[src/rtl/pipe_pkg.sv]
// rtl/pipe_pkg.sv - shared opcodes, enums and shadow-stage record for the hazard controller
package pipe_pkg;

  localparam logic [6:0] OPC_R      = 7'b0110011;
  localparam logic [6:0] OPC_IMM    = 7'b0010011;
  localparam logic [6:0] OPC_LOAD   = 7'b0000011;
  localparam logic [6:0] OPC_STORE  = 7'b0100011;
  localparam logic [6:0] OPC_BRANCH = 7'b1100011;
  localparam logic [6:0] OPC_JAL    = 7'b1101111;
  localparam logic [6:0] OPC_JALR   = 7'b1100111;
  localparam logic [6:0] OPC_LUI    = 7'b0110111;
  localparam logic [6:0] OPC_AUIPC  = 7'b0010111;

  typedef enum logic [1:0] {
    FWD_RF  = 2'b00,
    FWD_MEM = 2'b01,
    FWD_WB  = 2'b10
  } fwd_sel_e;

  typedef enum logic {
    M_IDLE = 1'b0,
    M_WAIT = 1'b1
  } mem_state_e;

  typedef struct packed {
    logic       valid;
    logic [4:0] rd;
    logic [4:0] rs1;
    logic [4:0] rs2;
    logic       regwen;
    logic       is_load;
    logic       is_mem;
  } stage_info_t;

  localparam stage_info_t STAGE_BUBBLE = '0;

  // MEM wins over WB; a load in MEM has no data yet, so it never forwards from MEM.
  function automatic fwd_sel_e fwd_pick(stage_info_t mem_s, stage_info_t wb_s, logic [4:0] rs);
    if (mem_s.valid && mem_s.regwen && (mem_s.rd != 5'd0) && !mem_s.is_load && (mem_s.rd == rs))
      return FWD_MEM;
    if (wb_s.valid && wb_s.regwen && (wb_s.rd != 5'd0) && (wb_s.rd == rs))
      return FWD_WB;
    return FWD_RF;
  endfunction

endpackage

[src/rtl/pipe_hazard_ctrl_if.sv]
// rtl/pipe_hazard_ctrl_if.sv - pipeline-side signal bundle of the hazard controller
interface pipe_hazard_ctrl_if #(
  parameter int CNT_W = 32
);
  logic [31:0]      id_inst;
  logic             id_valid;
  logic             ex_pcsel;
  logic             dmem_ready;
  logic             pc_en;
  logic             ifid_en;
  logic             ifid_flush;
  logic             idex_en;
  logic             idex_flush;
  logic             exmem_en;
  logic             memwb_en;
  logic [1:0]       fwd_a;
  logic [1:0]       fwd_b;
  logic             dmem_req;
  logic             mem_err;
  logic [CNT_W-1:0] stall_cnt;
  logic [CNT_W-1:0] flush_cnt;

  modport master (
    output id_inst, id_valid, ex_pcsel, dmem_ready,
    input  pc_en, ifid_en, ifid_flush, idex_en, idex_flush, exmem_en, memwb_en,
    input  fwd_a, fwd_b, dmem_req, mem_err, stall_cnt, flush_cnt
  );

  modport slave (
    input  id_inst, id_valid, ex_pcsel, dmem_ready,
    output pc_en, ifid_en, ifid_flush, idex_en, idex_flush, exmem_en, memwb_en,
    output fwd_a, fwd_b, dmem_req, mem_err, stall_cnt, flush_cnt
  );
endinterface

[src/rtl/rv_inst_class.sv]
// rtl/rv_inst_class.sv - classifies the ID instruction into register use and write-back info
module rv_inst_class
  import pipe_pkg::*;
(
  input  logic [31:0] inst,
  input  logic        valid,
  output stage_info_t info,
  output logic        uses_rs1,
  output logic        uses_rs2
);

  logic regwen;
  logic unused_bits;

  // funct fields do not affect hazards or forwarding
  assign unused_bits = ^{inst[31:25], inst[14:12]};

  // Opcode decode; unused source fields are zeroed so they can never match a producer.
  always_comb begin
    uses_rs1 = 1'b0;
    uses_rs2 = 1'b0;
    regwen   = 1'b0;
    case (inst[6:0])
      OPC_R:                                   begin uses_rs1 = 1'b1; uses_rs2 = 1'b1; regwen = 1'b1; end
      OPC_BRANCH, OPC_STORE:                   begin uses_rs1 = 1'b1; uses_rs2 = 1'b1; end
      OPC_IMM, OPC_LOAD, OPC_JALR:             begin uses_rs1 = 1'b1; regwen = 1'b1; end
      OPC_LUI, OPC_AUIPC, OPC_JAL:             regwen = 1'b1;
      default:                                 ;
    endcase
    info         = STAGE_BUBBLE;
    info.valid   = valid;
    info.rd      = regwen   ? inst[11:7]  : 5'd0;
    info.rs1     = uses_rs1 ? inst[19:15] : 5'd0;
    info.rs2     = uses_rs2 ? inst[24:20] : 5'd0;
    info.regwen  = regwen;
    info.is_load = (inst[6:0] == OPC_LOAD);
    info.is_mem  = (inst[6:0] == OPC_LOAD) || (inst[6:0] == OPC_STORE);
  end

endmodule

[src/rtl/pipe_hazard_ctrl.sv]
// rtl/pipe_hazard_ctrl.sv - load-use, redirect and memory-wait controller with EX forwarding
module pipe_hazard_ctrl
  import pipe_pkg::*;
#(
  parameter int MEM_TIMEOUT = 16,
  parameter int CNT_W       = 32
) (
  input  logic               clk,
  input  logic               rst,
  pipe_hazard_ctrl_if.slave  bus
);

  localparam int WAIT_W = (MEM_TIMEOUT < 2) ? 1 : $clog2(MEM_TIMEOUT + 1);
  localparam logic [WAIT_W-1:0] WAIT_MAX = WAIT_W'(MEM_TIMEOUT);

  stage_info_t id_s, ex_s, mem_s, wb_s;
  logic        uses_rs1, uses_rs2;

  mem_state_e        state, state_nxt;
  logic [WAIT_W-1:0] wait_cnt, wait_cnt_nxt;
  logic              mem_err_q;
  logic [CNT_W-1:0]  stall_q, flush_q;

  logic dmem_req, mem_stall, redirect, hazard, load_use;
  logic unused_wb;

  rv_inst_class u_cls (
    .inst     (bus.id_inst),
    .valid    (bus.id_valid),
    .info     (id_s),
    .uses_rs1 (uses_rs1),
    .uses_rs2 (uses_rs2)
  );

  // WB only sources forwarding; its operand/memory fields are carried along for completeness
  assign unused_wb = ^{wb_s.rs1, wb_s.rs2, wb_s.is_load, wb_s.is_mem};

  assign dmem_req  = mem_s.valid && mem_s.is_mem;
  assign mem_stall = dmem_req && !bus.dmem_ready;
  assign redirect  = !mem_stall && ex_s.valid && bus.ex_pcsel;
  assign hazard    = id_s.valid && ex_s.valid && ex_s.is_load && (ex_s.rd != 5'd0) &&
                     ((uses_rs1 && (id_s.rs1 == ex_s.rd)) || (uses_rs2 && (id_s.rs2 == ex_s.rd)));
  // a redirect makes the ID instruction wrong-path, so its hazard is moot
  assign load_use  = !mem_stall && !redirect && hazard;

  // Shadow scoreboard: frozen by a memory stall, bubble inserted on redirect or load-use.
  always_ff @(posedge clk or posedge rst) begin
    if (rst) begin
      ex_s  <= STAGE_BUBBLE;
      mem_s <= STAGE_BUBBLE;
      wb_s  <= STAGE_BUBBLE;
    end else if (!mem_stall) begin
      wb_s  <= mem_s;
      mem_s <= ex_s;
      ex_s  <= (redirect || load_use) ? STAGE_BUBBLE : id_s;
    end
  end

  // Memory FSM state register with wait counter and sticky timeout flag.
  always_ff @(posedge clk or posedge rst) begin
    if (rst) begin
      state     <= M_IDLE;
      wait_cnt  <= '0;
      mem_err_q <= 1'b0;
    end else begin
      state    <= state_nxt;
      wait_cnt <= wait_cnt_nxt;
      if ((state_nxt == M_WAIT) && (wait_cnt_nxt >= WAIT_MAX))
        mem_err_q <= 1'b1;
    end
  end

  // Memory FSM next state; the counter saturates at the timeout while waiting continues.
  always_comb begin
    state_nxt    = state;
    wait_cnt_nxt = wait_cnt;
    case (state)
      M_IDLE: begin
        if (mem_stall) begin
          state_nxt    = M_WAIT;
          wait_cnt_nxt = WAIT_W'(1);
        end
      end
      M_WAIT: begin
        if (!mem_stall) begin
          state_nxt    = M_IDLE;
          wait_cnt_nxt = '0;
        end else if (wait_cnt != WAIT_MAX) begin
          wait_cnt_nxt = wait_cnt + WAIT_W'(1);
        end
      end
      default: begin
        state_nxt    = M_IDLE;
        wait_cnt_nxt = '0;
      end
    endcase
  end

  // Pipeline enables/flushes by priority: memory stall, then redirect, then load-use.
  always_comb begin
    bus.pc_en      = 1'b1;
    bus.ifid_en    = 1'b1;
    bus.ifid_flush = 1'b0;
    bus.idex_en    = 1'b1;
    bus.idex_flush = 1'b0;
    bus.exmem_en   = 1'b1;
    bus.memwb_en   = 1'b1;
    if (mem_stall) begin
      bus.pc_en    = 1'b0;
      bus.ifid_en  = 1'b0;
      bus.idex_en  = 1'b0;
      bus.exmem_en = 1'b0;
      bus.memwb_en = 1'b0;
    end else if (redirect) begin
      bus.ifid_flush = 1'b1;
      bus.idex_flush = 1'b1;
    end else if (load_use) begin
      bus.pc_en      = 1'b0;
      bus.ifid_en    = 1'b0;
      bus.idex_flush = 1'b1;
    end
  end

  // Saturating performance counters.
  always_ff @(posedge clk or posedge rst) begin
    if (rst) begin
      stall_q <= '0;
      flush_q <= '0;
    end else begin
      if ((mem_stall || load_use) && (stall_q != '1))
        stall_q <= stall_q + CNT_W'(1);
      if (redirect && (flush_q != '1))
        flush_q <= flush_q + CNT_W'(1);
    end
  end

  assign bus.fwd_a     = fwd_pick(mem_s, wb_s, ex_s.rs1);
  assign bus.fwd_b     = fwd_pick(mem_s, wb_s, ex_s.rs2);
  assign bus.dmem_req  = dmem_req;
  assign bus.mem_err   = mem_err_q;
  assign bus.stall_cnt = stall_q;
  assign bus.flush_cnt = flush_q;

endmodule
[src/flat_wrapper.sv]
// flat-port wrapper written by rule: the top's interface ports become plain ports
module pipe_hazard_ctrl_flat import pipe_pkg::*;
#(
  parameter int MEM_TIMEOUT = 16,
  parameter int CNT_W       = 32
)
  (clk, rst, bus_id_inst, bus_id_valid, bus_ex_pcsel, bus_dmem_ready, bus_pc_en, bus_ifid_en, bus_ifid_flush, bus_idex_en, bus_idex_flush, bus_exmem_en, bus_memwb_en, bus_fwd_a, bus_fwd_b, bus_dmem_req, bus_mem_err, bus_stall_cnt, bus_flush_cnt);
  pipe_hazard_ctrl_if #(.CNT_W(CNT_W)) bus_i ();
  input  logic clk;
  input  logic rst;
  input wire logic [$bits(bus_i.id_inst)-1:0] bus_id_inst;
  input wire logic [$bits(bus_i.id_valid)-1:0] bus_id_valid;
  input wire logic [$bits(bus_i.ex_pcsel)-1:0] bus_ex_pcsel;
  input wire logic [$bits(bus_i.dmem_ready)-1:0] bus_dmem_ready;
  output wire logic [$bits(bus_i.pc_en)-1:0] bus_pc_en;
  output wire logic [$bits(bus_i.ifid_en)-1:0] bus_ifid_en;
  output wire logic [$bits(bus_i.ifid_flush)-1:0] bus_ifid_flush;
  output wire logic [$bits(bus_i.idex_en)-1:0] bus_idex_en;
  output wire logic [$bits(bus_i.idex_flush)-1:0] bus_idex_flush;
  output wire logic [$bits(bus_i.exmem_en)-1:0] bus_exmem_en;
  output wire logic [$bits(bus_i.memwb_en)-1:0] bus_memwb_en;
  output wire logic [$bits(bus_i.fwd_a)-1:0] bus_fwd_a;
  output wire logic [$bits(bus_i.fwd_b)-1:0] bus_fwd_b;
  output wire logic [$bits(bus_i.dmem_req)-1:0] bus_dmem_req;
  output wire logic [$bits(bus_i.mem_err)-1:0] bus_mem_err;
  output wire logic [$bits(bus_i.stall_cnt)-1:0] bus_stall_cnt;
  output wire logic [$bits(bus_i.flush_cnt)-1:0] bus_flush_cnt;
  assign bus_i.id_inst = bus_id_inst;
  assign bus_i.id_valid = bus_id_valid;
  assign bus_i.ex_pcsel = bus_ex_pcsel;
  assign bus_i.dmem_ready = bus_dmem_ready;
  assign bus_pc_en = bus_i.pc_en;
  assign bus_ifid_en = bus_i.ifid_en;
  assign bus_ifid_flush = bus_i.ifid_flush;
  assign bus_idex_en = bus_i.idex_en;
  assign bus_idex_flush = bus_i.idex_flush;
  assign bus_exmem_en = bus_i.exmem_en;
  assign bus_memwb_en = bus_i.memwb_en;
  assign bus_fwd_a = bus_i.fwd_a;
  assign bus_fwd_b = bus_i.fwd_b;
  assign bus_dmem_req = bus_i.dmem_req;
  assign bus_mem_err = bus_i.mem_err;
  assign bus_stall_cnt = bus_i.stall_cnt;
  assign bus_flush_cnt = bus_i.flush_cnt;
  pipe_hazard_ctrl #(.MEM_TIMEOUT(MEM_TIMEOUT), .CNT_W(CNT_W)) u_core (.clk(clk), .rst(rst), .bus(bus_i));
endmodule
[config.mk]
export PLATFORM = sky130hd
export DESIGN_NAME = pipe_hazard_ctrl_flat
export DESIGN_NICKNAME = d
export VERILOG_FILES = /design/src/rtl/pipe_pkg.sv /design/src/rtl/pipe_hazard_ctrl_if.sv /design/src/rtl/rv_inst_class.sv /design/src/rtl/pipe_hazard_ctrl.sv /design/src/flat_wrapper.sv
export SDC_FILE = /design/constraint.sdc
export NUM_CORES = 1
export LEC_CHECK = 0
export ABC_CLOCK_PERIOD_IN_PS = 8900
export CELL_PAD_IN_SITES_DETAIL_PLACEMENT = 1
export CELL_PAD_IN_SITES_GLOBAL_PLACEMENT = 1
export CORE_MARGIN = 2
export CORE_UTILIZATION = 44
export CTS_BUF_LIST = sky130_fd_sc_hd__clkbuf_2 sky130_fd_sc_hd__clkbuf_4 sky130_fd_sc_hd__clkbuf_8
export DETAILED_ROUTE_END_ITERATION = 10
export PLACE_DENSITY_LB_ADDON = 0.1
export SLEW_MARGIN = 20
export SYNTH_ARGS = -nofsm -noshare
export SYNTH_HDL_FRONTEND = slang
export SYNTH_SLANG_ARGS = --single-unit
[constraint.sdc]
create_clock -name clk -period 8.9 [get_ports clk]
set_input_delay 2.225 -clock clk [delete_from_list [all_inputs] [get_ports clk]]
set_output_delay 2.225 -clock clk [all_outputs]
set_load 0.005 [all_outputs]
==> flow_metrics.py <==
metrics = {
    "placement": {
        "dp_slack_ps": 1980,
        "port-buffer-count": 103,
        "dp_hpwl_mm": 9.69,
        "dp_cells": 744,
        "gp_congestion": 0.808,
    },
    "synthesis": {
        "ys_types": 55,
        "synth_top_area_cell": "dfrtp_1",
        "synth-edff-count": 0,
        "synth_fp_nets": 549,
        "avgSynthCellArea_um2": 10.4,
        "synth_area_mm2": 0.00530,
        "synthArstFlopShare_pct": 100,
        "synthCells": 508,
        "synthTopCellsByArea": "dfrtp_1 (50%), xnor2_1 (9.7%), xor2_1 (5.3%)",
        "yosysSeqAreaShare_pct": 50.0,
        "synthFlopType": "dfrtp_1",
        "yosys_warnings": 0,
        "synth-seq-cells": 106,
        "yosysTopAreaCellShare_pct": 50.0,
    },
    "worst_setup_path": {
        "cp-end-kind": "primary output",
        "cp_common_cell": "clkdlybuf4s50_1",
        "arrival_ps": 4630,
        "r2r-end": "u_core.bus.flush_cnt[15]",
        "max_stage_delay_ps": 490,
        "crit_path_start_kind": "input pin",
        "crit_type": "in2out",
        "slowest_stage": "clkdlybuf4s50_1",
        "required_ps": 6680,
        "cp_max_fo": 7,
        "r2r_cells": 8,
        "cp_cell_sequence": "clkdlybuf4s50_1, nand4bb_1, nor4_1, a22oi_1, nor2b_1, buf_4, nor2_1, clkdlybuf4s50_1",
        "rrSetupSlack_ps": 5960,
        "r2r_start": "u_core.mem_s[18]",
    },
    "floorplanning": {
        "die_h_um": 114,
        "rows": 40,
        "die_w_um": 114,
        "die-area_mm2": 0.0129,
        "io_pins": 114,
        "core_mm2": 0.0119,
        "initial_utilization_pct": 44.5,
    },
    "detailed_routing": {
        "dr.pass1.iters": 4,
        "drcViolationCount": 0,
        "postRouteAntennaNets": 0,
        "routedWlPerCell_um": 17.6,
        "wl_mm": 13.4,
        "num_vias": 4157,
        "vias_per_cell": 5.48,
        "drt_iter0_drc": 162,
    },
    "final_layout": {
        "fillers": 1345,
        "multi_input_area_mm2": 0.00249,
        "antennaDiodeCount": 0,
        "drive_above_1_share_pct": 6.86,
        "fin_nets": 649,
        "regArea_mm2": 0.00265,
        "fin_cells": 759,
        "syn_to_final_growth_pct": 24.9,
    },
    "timing": {
        "fin_setup_tns_ps": 0,
        "rsz0062_at_grt": "no",
        "worstMarginPinSlew_ps": 795,
        "finClkSkew_ps": 7.68,
        "drv_slew": 0,
        "setup_viol": 0,
        "hold_violations": 0,
        "fin_ws_ps": 2050,
        "fin_crit_sh_pct": 77.0,
        "fin_crit_ps": 6850,
        "fmax_mhz": 146,
        "slew_headroom_pct": 46.6,
        "timing.hold.ws_ps": 443,
    },
    "cts": {
        "htree_levels": 3,
        "clock_path_buffers": 2,
        "cts_resized": 0,
        "cts_buffers": 9,
        "post_cts_buffers": 0,
        "insertion_delay_ps": 370,
        "cts.sinks": 106,
        "root_buffer": "clkbuf_8",
        "hold_buffers": 0,
        "cts_tree": "done",
        "clkTransAtPathRegs_ps": 100,
    },
    "worst_hold_path": {
        "min_path_type": "reg2reg",
        "min_delay_path_depth": 1,
        "min_from": "u_core.mem_s[0]",
        "hold_path_end": "u_core.wb_s[18]",
    },
    "power": {
        "leakagePower_nw": 2.97,
        "power.density_mw_per_mm2": 136,
        "design_power_total_w": 0.000904,
        "vdd.ir_drop.worst_v": 0.0000531,
    },
    "global_route": {
        "grt_pass1_wl_mm": 22.7,
        "overflow": 0,
        "antenna_found_initial": 0,
        "grt_max_degree": 61,
        "grt_pass1_vias": 4373,
        "grtUsageTotal_pct": 22.0,
    },
    "run": {
        "drv_cap": 0,
    },
    "status": {
        "status": "finished clean",
    },
}
[cell type report]
class                   instances  area share [%]
inverters                      15           0.888
clock inverters                 3           0.604
well taps                     147            2.78
repair buffers                105            15.8
clock buffers                  12            2.30
flip-flops and latches        106            40.0
multi-input cells             371            37.6
[kinds of logic after synthesis]
kind of cell,share of synthesized area (%)
compound gates,6.98
buf+inv,3.04
mux,0.826
fa+ha+maj,0.944
simple gates,23.2
flops,50.0
xor+xnor,15.0
[cells in the final DEF (no fill, tap or decap), types with 3 or more instances in the layout]
cell	count
nor3_1	7
o21ai_0	9
xor2_1	32
clkdlybuf4s50_1	103
nor2_1	26
and4_1	7
mux2_2	3
or4_1	5
clkbuf_8	10
a21oi_1	6
xnor2_1	59
nand3_1	28
or3_1	3
and2_1	5
dfrtp_1	106
inv_1	13
ha_1	4
nand2_1	73
or2_2	4
nand4_1	28
nor4_1	6
and3_1	15
a22o_1	17
[worst max-delay path, delay by kind of cell]
family	cells	cell delay (ps)
buffers and inverters	3	1190
AO/OA/AOI/OAI	1	130
AND/OR/NAND/NOR	4	1070
[how the worst max path moves through the flow]
stage,startpoint,cells after the start,to
after floorplan,bus_id_inst[2],7,bus_pc_en
after global placement,bus_id_inst[3],8,bus_pc_en
after detailed placement,bus_id_inst[3],8,bus_ifid_en
after CTS,bus_id_inst[2],8,bus_ifid_en
after global routing,bus_id_inst[3],8,bus_ifid_en
final,bus_id_inst[3],8,bus_ifid_en
[stage by stage]
| step | instance area (um^2) | utilization [%] |
|---|---|---|
| after floorplan | 5300 | - |
| after global placement | 6430 | 54.0 |
| after detailed placement | 6430 | 54.0 |
| after CTS | 6620 | 55.6 |
| after global routing | 6620 | 55.6 |
| final | 6620 | 55.6 |
[state kept, by name (all words and copies together), names as in the netlist]
name and cells:
u_core.state 1, u_core.wait_cnt 5, u_core.mem_s 9, u_core.ex_s 19, u_core.wb_s 7, u_core.bus.mem_err 1, u_core.bus.flush_cnt 32, u_core.bus.stall_cnt 32
[cells in the mapped netlist (all sizes together), types with 3 or more instances]
| master | number |
|---|---|
| nand3 | 28 |
| clkbuf | 6 |
| ha | 4 |
| or3 | 3 |
| inv | 15 |
| a22o | 17 |
| xor2 | 32 |
| buf | 10 |
| dfrtp | 106 |
| and4 | 7 |
| xnor2 | 59 |
| and3 | 15 |
| mux2 | 3 |
| and2 | 5 |
| nand4 | 29 |
| or4 | 5 |
| nand2 | 73 |
| or2 | 5 |
| nor4 | 9 |
| nor3 | 9 |
| nor2 | 27 |
| a21oi | 6 |
| o21ai | 10 |
[power by group]
group / internal, W / switching (W) / total (W) / leakage [nW]
sequential: 0.000495 / 0.0000207 / 0.000516 / 1.44
combinational: 0.0000469 / 0.0000346 / 0.0000815 / 1.43
clock: 0.000142 / 0.000164 / 0.000306 / 0.103
total: 0.000684 / 0.000220 / 0.000904 / 2.97
[per-layer routing]
layer	up-vias	global-route usage (%)	wire (um)
met3	12	3.45	424
li1	1958	-	-
met1	2111	30.0	6100
met2	76	36.0	6660
met4	0	7.40	168
met5	-	0	0
No activity file was read; power rests on OpenSTA's default activity.
